File: config.mk
export PLATFORM = sky130hd
export DESIGN_NAME = io_tx_buffer
export DESIGN_NICKNAME = d
export VERILOG_FILES = /design/src/rtl/io_tx_buffer.sv
export SDC_FILE = /design/constraint.sdc
export NUM_CORES = 1
export LEC_CHECK = 0
export ABC_AREA = 1
export BUFFER_PORTS_ARGS = -buffer_cell sky130_fd_sc_hd__buf_4
export CAP_MARGIN = 15
export CORE_ASPECT_RATIO = 0.75
export CORE_MARGIN = 2
export CORE_UTILIZATION = 29
export DETAILED_ROUTE_END_ITERATION = 6
export GPL_TIMING_DRIVEN = 0
export PLACE_DENSITY = 0.45
export SLEW_MARGIN = 20
export SYNTH_ARGS = -nofsm -noshare
export SYNTH_HDL_FRONTEND = slang
export SYNTH_SLANG_ARGS = --single-unit
File: constraint.sdc
create_clock -name clk_in -period 4.7 [get_ports clk_in]
set_input_delay 0 -clock clk_in [delete_from_list [all_inputs] [get_ports clk_in]]
set_output_delay 0 -clock clk_in [all_outputs]
set_load 0.05 [all_outputs]
File: src/rtl/io_tx_buffer.sv
// io_tx_buffer: memory-mapped UART transmitter with a byte FIFO, back-pressure, halt latch and overflow flag.
// Define IO_TX_PARITY_EN to insert an even-parity bit between the data bits and the stop bit.
module io_tx_buffer #(
    parameter int DEPTH_WIDTH = 4,
    parameter int FULL_MARGIN = 2,
    parameter int BAUD_DIV    = 868
) (
    input  logic        clk_in,
    input  logic        rst_in,
    input  logic        rdy_in,
    input  logic [31:0] mem_a,
    input  logic [7:0]  mem_dout,
    input  logic        mem_wr,
    output logic        io_buffer_full,
    output logic        uart_tx,
    output logic        sim_halt,
    output logic        overflow_err
);
    localparam int DEPTH  = 1 << DEPTH_WIDTH;
    localparam int BAUD_W = (BAUD_DIV > 1) ? $clog2(BAUD_DIV) : 1;
    localparam logic [DEPTH_WIDTH:0]   COUNT_MAX  = (DEPTH_WIDTH + 1)'(DEPTH);
    localparam logic [DEPTH_WIDTH:0]   FULL_LEVEL = (DEPTH_WIDTH + 1)'(DEPTH - FULL_MARGIN);
    localparam logic [DEPTH_WIDTH:0]   COUNT_ONE  = (DEPTH_WIDTH + 1)'(1);
    localparam logic [DEPTH_WIDTH-1:0] PTR_ONE    = DEPTH_WIDTH'(1);
    localparam logic [BAUD_W-1:0]      BAUD_LAST  = BAUD_W'(BAUD_DIV - 1);
    localparam logic [BAUD_W-1:0]      BAUD_ONE   = BAUD_W'(1);

`ifdef IO_TX_PARITY_EN
    typedef enum logic [2:0] {ST_IDLE, ST_START, ST_DATA, ST_PARITY, ST_STOP} tx_state_t;
`else
    typedef enum logic [2:0] {ST_IDLE, ST_START, ST_DATA, ST_STOP} tx_state_t;
`endif

    tx_state_t              state;
    tx_state_t              state_next;
    logic [7:0]             fifo_mem [DEPTH];
    logic [DEPTH_WIDTH-1:0] wr_ptr;
    logic [DEPTH_WIDTH-1:0] rd_ptr;
    logic [DEPTH_WIDTH:0]   count;
    logic [7:0]             data_reg;
    logic [2:0]             bit_idx;
    logic [BAUD_W-1:0]      baud_cnt;
    logic                   io_sel;
    logic                   push_req;
    logic                   halt_req;
    logic                   push_ok;
    logic                   pop;
    logic                   bit_end;
    logic                   tx_bit;
    logic                   unused_addr_bits;

    // Only bits [17:16] and [2:0] take part in the decode.
    assign unused_addr_bits = ^{mem_a[31:18], mem_a[15:3]};

    assign io_sel   = rdy_in && mem_wr && (mem_a[17:16] == 2'b11);
    assign push_req = io_sel && (mem_a[2:0] == 3'd0);
    assign halt_req = io_sel && (mem_a[2:0] == 3'd4);
    assign pop      = (state == ST_IDLE) && (count != '0);
    assign push_ok  = push_req && ((count != COUNT_MAX) || pop);
    assign bit_end  = (baud_cnt == BAUD_LAST);

    assign io_buffer_full = (count >= FULL_LEVEL);

    always_ff @(posedge clk_in) begin
        if (push_ok) begin
            fifo_mem[wr_ptr] <= mem_dout;
        end
    end

    always_ff @(posedge clk_in) begin
        if (rst_in) begin
            wr_ptr       <= '0;
            rd_ptr       <= '0;
            count        <= '0;
            overflow_err <= 1'b0;
            sim_halt     <= 1'b0;
        end else begin
            if (push_ok) begin
                wr_ptr <= wr_ptr + PTR_ONE;
            end
            if (pop) begin
                rd_ptr <= rd_ptr + PTR_ONE;
            end
            if (push_ok && !pop) begin
                count <= count + COUNT_ONE;
            end else if (pop && !push_ok) begin
                count <= count - COUNT_ONE;
            end
            if (push_req && !push_ok) begin
                overflow_err <= 1'b1;
            end
            if (halt_req) begin
                sim_halt <= 1'b1;
            end
        end
    end

    always_ff @(posedge clk_in) begin
        if (rst_in) begin
            state <= ST_IDLE;
        end else begin
            state <= state_next;
        end
    end

    always_comb begin
        state_next = state;
        case (state)
            ST_IDLE:   if (count != '0) state_next = ST_START;
            ST_START:  if (bit_end) state_next = ST_DATA;
`ifdef IO_TX_PARITY_EN
            ST_DATA:   if (bit_end && (bit_idx == 3'd7)) state_next = ST_PARITY;
            ST_PARITY: if (bit_end) state_next = ST_STOP;
`else
            ST_DATA:   if (bit_end && (bit_idx == 3'd7)) state_next = ST_STOP;
`endif
            ST_STOP:   if (bit_end) state_next = ST_IDLE;
            default:   state_next = ST_IDLE;
        endcase
    end

    // Every active state ends a bit at bit_end, so the baud counter restarts there.
    always_ff @(posedge clk_in) begin
        if (rst_in) begin
            baud_cnt <= '0;
            bit_idx  <= '0;
            data_reg <= '0;
        end else begin
            if (pop) begin
                data_reg <= fifo_mem[rd_ptr];
                bit_idx  <= '0;
            end else if ((state == ST_DATA) && bit_end) begin
                bit_idx <= bit_idx + 3'd1;
            end
            if ((state == ST_IDLE) || bit_end) begin
                baud_cnt <= '0;
            end else begin
                baud_cnt <= baud_cnt + BAUD_ONE;
            end
        end
    end

    always_comb begin
        tx_bit = 1'b1;
        case (state)
            ST_START:  tx_bit = 1'b0;
            ST_DATA:   tx_bit = data_reg[bit_idx];
`ifdef IO_TX_PARITY_EN
            ST_PARITY: tx_bit = ^data_reg;
`endif
            default:   tx_bit = 1'b1;
        endcase
    end

    // Registered line driver keeps the serial output glitch-free and idles it high on reset.
    always_ff @(posedge clk_in) begin
        if (rst_in) begin
            uart_tx <= 1'b1;
        end else begin
            uart_tx <= tx_bit;
        end
    end
endmodule

# == Word level (Yosys, flattened, before mapping) ==
# Memories as Yosys holds them, arrays and structs flattened. A register that Yosys moved wholly into a read port is not among the register bits.
# Index checks and enable logic that the tools add are counted.
# word_totals
in_bits,44
output_inout_bits,4
latch_bits,0
elab_cells,64
mem_count,1
reg_bits,32
romBits,0
ramBits,128
# mem_list
name,words,word_bits,read_ports,rd_ports_with_merged_regs,write_ports,line,rtl
fifo_mem,16,8,1,1,1,36,logic [7:0] fifo_mem [DEPTH];
# op_classes
shift,0
muxes,12
n_div,0
eq_ne,12
mul,0
bitwise,0
add_sub_neg,6
reduce_logical,22
order_cmp,2
# ops
operator,count
3-bit two-way mux,4
3-bit one-hot mux with 4 select lines,1
1-bit logical AND,11
"10-bit by 1-bit adder with 10-bit output, second input constant",1
"10-bit == test, second input constant",1
5-bit two-way mux,2
"4-bit by 1-bit adder with 4-bit output, second input constant",2
"2-bit inequality test, second input constant",4
"3-bit by 2-bit == test with 1-bit output, second input constant",2
"3-bit == test, second input constant",2
3-bit logical NOT,2
"5-bit by 1-bit adder with 5-bit output, second input constant",1
"5-bit by 4-bit >= comparator with 1-bit output, second input constant",1
"5-bit inequality test, second input constant",1
5-bit nonzero test,1
"5-bit by 1-bit subtractor with 5-bit output, second input constant",1
"3-bit by 4-bit < comparator with 1-bit output, second input constant",1
4-bit AND reduction,1
2-bit OR reduction,2
"3-bit by 1-bit adder with 3-bit output, second input constant",1
1-bit binary-select mux with 3-bit select,1
"3-bit by 1-bit == test with 1-bit output, second input constant",1
1-bit two-way mux,3
"2-bit == test, second input constant",1
other kinds (4),6

# == Depth between registers and ports, before layout ==
# Gate-level depths: netlist of the first run.
# logic_depth
depth_word,8
mapped_depth,14
ltp_nobuf,14

# == Least setup slack after synthesis of the first run ==
# Ideal clock, no wire load.
# synth_timing
kind,reg2reg
start,register state[0]
end,register count[3]
required_time_ns,4.585
arrival_time_ns,2.217
path_buffers,0
path_slack_ns,2.368
stages_incl_launch_ff,15
synth_period_minus_slack_ns,2.332
setup_time_ns,0.115
path_cell_list,dfxtp_1 > inv_1 > ha_1 > inv_1 > nand4_1 > nand2_4 > inv_2 > ha_1 > inv_1 > ha_1 > a21oi_1 > nand2_1 > xor2_1 > o21ai_0 > inv_1
# synth_between
elab_chain_len,7
elab_cells_between_ends,10
cone_classes,mux: 1; reduce/logical: 9
# synth_rtl
element,line,rtl
"start, declared",34,tx_state_t state;
"start signal, assigned",102,state <= state_next;
3-bit logical NOT *,58,assign pop = (state == ST_IDLE) && (count != '0);
1-bit logical AND *,58,
1-bit logical OR *,59,assign push_ok = push_req && ((count != COUNT_MAX) || pop);
1-bit logical AND *,59,
via push_ok,46,logic push_ok;
1-bit logical NOT,86,end else if (pop && !push_ok) begin
1-bit logical AND,86,
2-bit nonzero test (no source line),--,
"end signal, assigned",85,count <= count + COUNT_ONE;
"end signal, assigned",87,count <= count - COUNT_ONE;
"end, declared",39,logic [DEPTH_WIDTH:0] count;
# The timed path passes the listed nets; every way through them passes the cells marked *.
# A chain may end at the register's enable or synchronous reset.

# == Final worst setup path of the first run ==
# Same ends and word-level chain as after synthesis.

==> impl_metrics.json, run 1 <==
{
  "status": "completed",
  "max-clock-path-buffers": 2,
  "dieArea_sq_um": 27390,
  "ant_nets": 0,
  "cts_root_buf": "clkbuf_16",
  "core_sq_um": 25780,
  "setup_violations": 0,
  "syn2layout_area_growth_pct": 18.34,
  "crit_path_end_kind": "flop",
  "crit_chain": "inv_1, ha_1, inv_1, nand4_1, nand2_4, inv_2, ha_1, inv_1, ha_1, a21oi_1, nand2_1, xor2_1, o21ai_0, inv_1",
  "place_congestion": 0.8732,
  "final_cell_count_no_fill": 1204,
  "cts.sinks": 167,
  "synth_nets": 853,
  "yosys_warnings": 0,
  "chipWidth_um": 190.4,
  "synth_edf_count": 128,
  "syn_inst": 792,
  "rows": 51,
  "dr_total_vias": 5336,
  "drc": 0,
  "slew_headroom_pct": 39.22,
  "synth_seq_area_share_pct": 61.17,
  "placed_area_sq_um": 8235,
  "ys_ff_latch": 167,
  "drtIter0Drc": 344,
  "r2r_setup_slack_ns": 2.05,
  "io_pins": 48,
  "hpwl_um": 13440,
  "ir_drop_v": 0.0002917,
  "path_common_cell": "inv_1",
  "largest_register_ffs": 128,
  "rsz0062_at_grt": "false",
  "rr_endpoint": "count[3]$_SDFFE_PP0P_",
  "die-height_um": 143.8,
  "fin_crit_ns": 2.651,
  "fillCellCount": 2649,
  "post_drt_wl_per_cell_um": 16.18,
  "grt_max_degree": 17,
  "grt_pass1_wl_um": 30080,
  "cts_resized": 0,
  "setup_ws_ns": 2.049,
  "holdCritPathClass": "input pin to flop",
  "cts_buffers": 17,
  "hold_viol": 0,
  "max_stage_delay_ns": 0.39,
  "final.setup.tns_ns": 0,
  "crit_type": "flop to flop",
  "synthArstFlopShare_pct": 0,
  "finish.instance_area_sq_um": 8946,
  "cts_tree": "built",
  "dr.pass1.iters": 4,
  "numPortBuffers": 20,
  "final_layout_size_suffix_gt1_share_pct": 11.51,
  "antenna_found_initial": 0,
  "viasPerCell": 4.432,
  "worst_pin_slew_ns": 0.9084,
  "post-place-ws_ns": 2.019,
  "critical_path_required_ns": 5.03,
  "start_util_pct": 29.32,
  "clkTransAtPathRegs_ns": 0.07,
  "grt_pass1_vias": 5005,
  "cellLeakagePower_nw": 3.660,
  "fmax_mhz": 377.2,
  "maxCapViolCount": 0,
  "crit_path_top_delay_cell": "dfxtp_1",
  "startpoint": "state[0]$_SDFFE_PP0P_",
  "fin_skew_ns": 0.01226,
  "crit_arrival_ns": 2.98,
  "drv_slew": 0,
  "critical_path.max_fanout": 10,
  "synth.avg_cell_area_sq_um": 9.545,
  "grt_overflow": 0,
  "start_kind": "flop",
  "finish.utilization_pct": 34.70,
  "reg2regPathDepth": 14,
  "finalWirelength_um": 19480,
  "htree_levels": 4,
  "finalNetCount": 908,
  "diodes": 0,
  "place_inst": 1160,
  "ys.flop_type": "edfxtp_1",
  "fin_crit_sh_pct": 56.40,
  "track_usage_pct": 15.11,
  "worstReg2RegStart": "state[0]$_SDFFE_PP0P_",
  "powerDensity_nw_per_um2": 507.3,
  "endpoint": "count[3]$_SDFFE_PP0P_",
  "yosysUniqueCellTypes": 34,
  "synthesis.area_sq_um": 7560,
  "clkLatencyLatePin_ns": 0.43
}
==> power breakdown <==
group          internal [mW]  switching (mW)  total [mW]
registers               1.66          0.0562        1.72
clock network          0.834           0.596        1.43
logic                  0.458           0.929        1.39
==> through the flow <==
step	hold WS [ns]	power, mW
floorplan	0.09887	2.690
global placement	0.3516	3.139
detailed placement	0.3572	3.133
CTS	0.04260	4.569
global route	0.08151	4.815
finish	0.05433	4.538
==> logic make-up (layout without fill, tap and decap cells) <==
group / count (synthesis) / in the layout / synth area share, %
xor+xnor: 9 / 9 / 1.043
flops: 167 / 167 / 61.17
fa+ha+maj: 17 / 17 / 2.913
buf+inv: 143 / 211 / 8.259
compound gates: 44 / 44 / 3.095
simple gates: 412 / 412 / 23.52
==> worst min-delay path by stage <==
| stage | end | from | cells past startpoint |
|---|---|---|---|
| after floorplan | fifo_mem[0][0]$_DFFE_PP_ | mem_dout[0] | 0 |
| after global placement | overflow_err$_SDFFE_PP0P_ | mem_a[2] | 4 |
| after detailed placement | overflow_err$_SDFFE_PP0P_ | mem_a[2] | 4 |
| after CTS | sim_halt$_SDFFE_PP0P_ | mem_wr | 5 |
| after global routing | uart_tx$_SDFF_PP1_ | rst_in | 3 |
| final | uart_tx$_SDFF_PP1_ | rst_in | 3 |
==> worst max-delay path, delay by kind of cell (launching register included) <==
family	cells	cell delay, ns
XOR/XNOR	1	0.13
AO/OA/AOI/OAI	2	0.30
adder cells (fa/ha/maj)	3	0.76
AND/OR/NAND/NOR	3	0.46
flip-flops	1	0.39
buffers and inverters	5	0.49
==> final cells by class <==
type	instances	area (sq um)	share of cell area, %
sequential	167	4624	51.69
multi-input combinational	482	2376	26.56
clock buffer	20	436.7	4.881
tap	344	430.4	4.811
inverter	113	424.2	4.741
timing repair buffer	36	300.3	3.357
buffer	30	200.2	2.238
clock inverter	12	153.9	1.720
==> cells in the mapped netlist, types with 3 or more instances <==
library cell / number / area (sq um)
clkinv_1: 3 / 11.26
edfxtp_1: 128 / 3844
xor2_1: 7 / 61.31
clkbuf_1: 5 / 18.77
dfxtp_1: 39 / 780.8
nand4_1: 3 / 18.77
nand3_1: 109 / 545.5
buf_1: 3 / 11.26
a21oi_1: 27 / 135.1
nor3_1: 17 / 85.08
buf_2: 7 / 35.03
buf_4: 9 / 67.56
o21ai_0: 12 / 60.06
nand2_1: 232 / 870.8
ha_1: 16 / 200.2
inv_1: 108 / 405.4
nor2_1: 38 / 142.6
nor3b_1: 3 / 22.52
buf_6: 6 / 67.56
==> layout by cell type (no fill, tap or decap), types with 2 or more instances in the layout <==
cell type	netlist	routed
a21oi_1	27	27
and3_1	2	2
buf_1	3	3
buf_2	7	7
buf_4	9	33
buf_6	6	6
bufinv_16	0	3
clkbuf_1	5	8
clkbuf_16	0	17
clkinv_1	3	3
clkinv_4	0	3
clkinvlp_2	0	2
clkinvlp_4	0	3
dfxtp_1	39	39
dlygate4sd3_1	0	12
edfxtp_1	128	128
ha_1	16	16
inv_1	108	108
inv_2	2	2
nand2_1	232	232
nand3_1	109	109
nand4_1	3	3
nor2_1	38	38
nor3_1	17	4
nor3_2	1	14
nor3b_1	3	3
o211ai_1	2	2
o21ai_0	12	12
or2_2	2	2
xnor2_1	2	2
xor2_1	7	7
==> repair_timing <==
action | CTS | global route
hold buffers | 12 | 0
buffers inserted | 0 | 0
hold endpoints to repair | 130 | 0
==> metal layers <==
layer	GRT usage [%]	up-vias	share of wire, %
met4	4.774	0	1.2
met1	22.68	2527	54
li1	-	2699	-
met5	0	-	0
met2	21.65	91	42
met3	2.955	19	3.5
Power figures use the tool's default switching activity.
==> run 2: changes to the inputs <==
PLACE_DENSITY = 0.47   (was 0.45)
clock period = 2.35 ns   (was 4.7 ns; I/O delays follow)
==> impl_metrics.json, run 2 (synthesis gave the netlist of run 1 again) <==
{
  "clkTransAtPathRegs_ns": 0.07,
  "placed_area_sq_um": 8235,
  "finish.instance_area_sq_um": 9001,
  "grt_pass1_vias": 5083,
  "ant_nets": 0,
  "holdCritPathClass": "input pin to flop",
  "crit_arrival_ns": 2.29,
  "crit_path_end_kind": "flop",
  "max-clock-path-buffers": 2,
  "diodes": 0,
  "cts_root_buf": "clkbuf_16",
  "critical_path.max_fanout": 10,
  "die-height_um": 143.8,
  "viasPerCell": 4.404,
  "slew_headroom_pct": 44.92,
  "drc": 0,
  "core_sq_um": 25780,
  "layout_commonest_cell": "nand2_1",
  "dr_total_vias": 5320,
  "htree_levels": 4,
  "reg2regPathDepth": 8,
  "multi_input_area_sq_um": 2429,
  "mostFrequentLayoutCells": "nand2_1, edfxtp_1, nand3_1",
  "final_layout_size_suffix_gt1_share_pct": 13.08,
  "hold_viol": 0,
  "place_congestion": 0.9114,
  "finish.utilization_pct": 34.92,
  "fin_crit_ns": 2.222,
  "status": "completed",
  "crit_type": "flop to flop",
  "track_usage_pct": 14.40,
  "largest_register_ffs": 128,
  "fin_total_pwr_mw": 8.874,
  "cellLeakagePower_nw": 3.700,
  "cts.sinks": 167,
  "finalWirelength_um": 18730,
  "cts_buffers": 17,
  "start_util_pct": 29.32,
  "syn2layout_area_growth_pct": 19.07,
  "rows": 51,
  "fillCellCount": 2698,
  "worst_pin_slew_ns": 0.8217,
  "critical_path_required_ns": 2.42,
  "drtIter0Drc": 407,
  "start_kind": "flop",
  "clkLatencyLatePin_ns": 0.44,
  "grt_overflow": 0,
  "setup_violations": 0,
  "drv_slew": 0,
  "cts_tree": "built",
  "fin_skew_ns": 0.01468,
  "grt_pass1_wl_um": 28790,
  "post_drt_wl_per_cell_um": 15.51,
  "numPortBuffers": 20,
  "fin_crit_sh_pct": 94.55,
  "dr.pass1.iters": 5,
  "final.setup.tns_ns": 0,
  "powerDensity_nw_per_um2": 985.9,
  "maxCapViolCount": 0,
  "finalNetCount": 912,
  "antenna_found_initial": 0,
  "min_path_cells": 5,
  "hpwl_um": 13200,
  "fmax_mhz": 450.1,
  "io_pins": 48,
  "register_area_sq_um": 4627,
  "whs_ns": 0.02841,
  "ir_drop_v": 0.0005377,
  "chipWidth_um": 190.4,
  "dieArea_sq_um": 27390,
  "grt_max_degree": 17
}
run 2: cell types whose count changed in the layout (fill, tap and decap cells not counted), moves of 3 or more:
cell	delta
buf_4	+3
inv_6	+3
ha_1	-4
bufinv_16	-3
ha_4	+3
clkbuf_1	-3
clkinv_4	+3
run 2: final timing paths:
check,start,to,slack [ns]
worst max-delay path,state[0]$_SDFFE_PP0P_,fifo_mem[7][3]$_DFFE_PP_,0.13
worst min-delay path,mem_wr,sim_halt$_SDFFE_PP0P_,0.03
worst max register to register,state[0]$_SDFFE_PP0P_,fifo_mem[7][3]$_DFFE_PP_,0.13
worst min register to register,baud_cnt[0]$_SDFF_PP0_,baud_cnt[0]$_SDFF_PP0_,0.47
run 2: metrics by stage:
stage                     cells  setup WS (ns)
after detailed placement   1160        -0.3425
after CTS                  1206        0.01734
after floorplan             792        0.01773
after global routing       1208       -0.02847
final                      1208         0.1282
after global placement     1156        -0.4721
run 2: critical path, stage by stage, from the launching register on:
cell	delay, ns
dfxtp_2	0.34
inv_1	0.08
ha_2	0.20
inv_2	0.06
nand4_1	0.13
nand2_4	0.09
buf_4	0.19
buf_6	0.16
nor3_2	0.58
run 2: cell type report:
cell class              instances  share of cell area, %
flip-flops and latches        167                  51.40
multi-input cells             482                  26.98
well taps                     344                  4.782
inverters                     113                  4.768
clock buffers                  17                  4.726
repair buffers                 40                  3.670
plain buffers                  30                  2.266
clock inverters                15                  1.404
run 2: layer usage:
metal | share of wire (%) | vias up | global-route usage (%)
li1 | - | 2701 | -
met5 | 0 | - | 0
met3 | 4.6 | 15 | 3.297
met2 | 42 | 100 | 21.17
met4 | 1.0 | 0 | 4.039
met1 | 52 | 2504 | 21.09
run 2: timing repair:
action / 4_1_cts / 5_1_grt
hold buffers: 12 / 0
endpoints found under the setup margin: 4 / 21
pin swaps: 2 / 1
setup buffers: 2 / 2
endpoints found under the hold margin: 133 / 0
resized for setup: 5 / 10
run 2: power breakdown:
part           total, mW  internal, mW  switching [mW]  leakage (nW)
Sequential          3.45          3.33           0.120          1.47
Combinational       2.79         0.969            1.82          1.97
Clock               2.63          1.37            1.26         0.261
Total               8.87          5.67            3.20          3.70
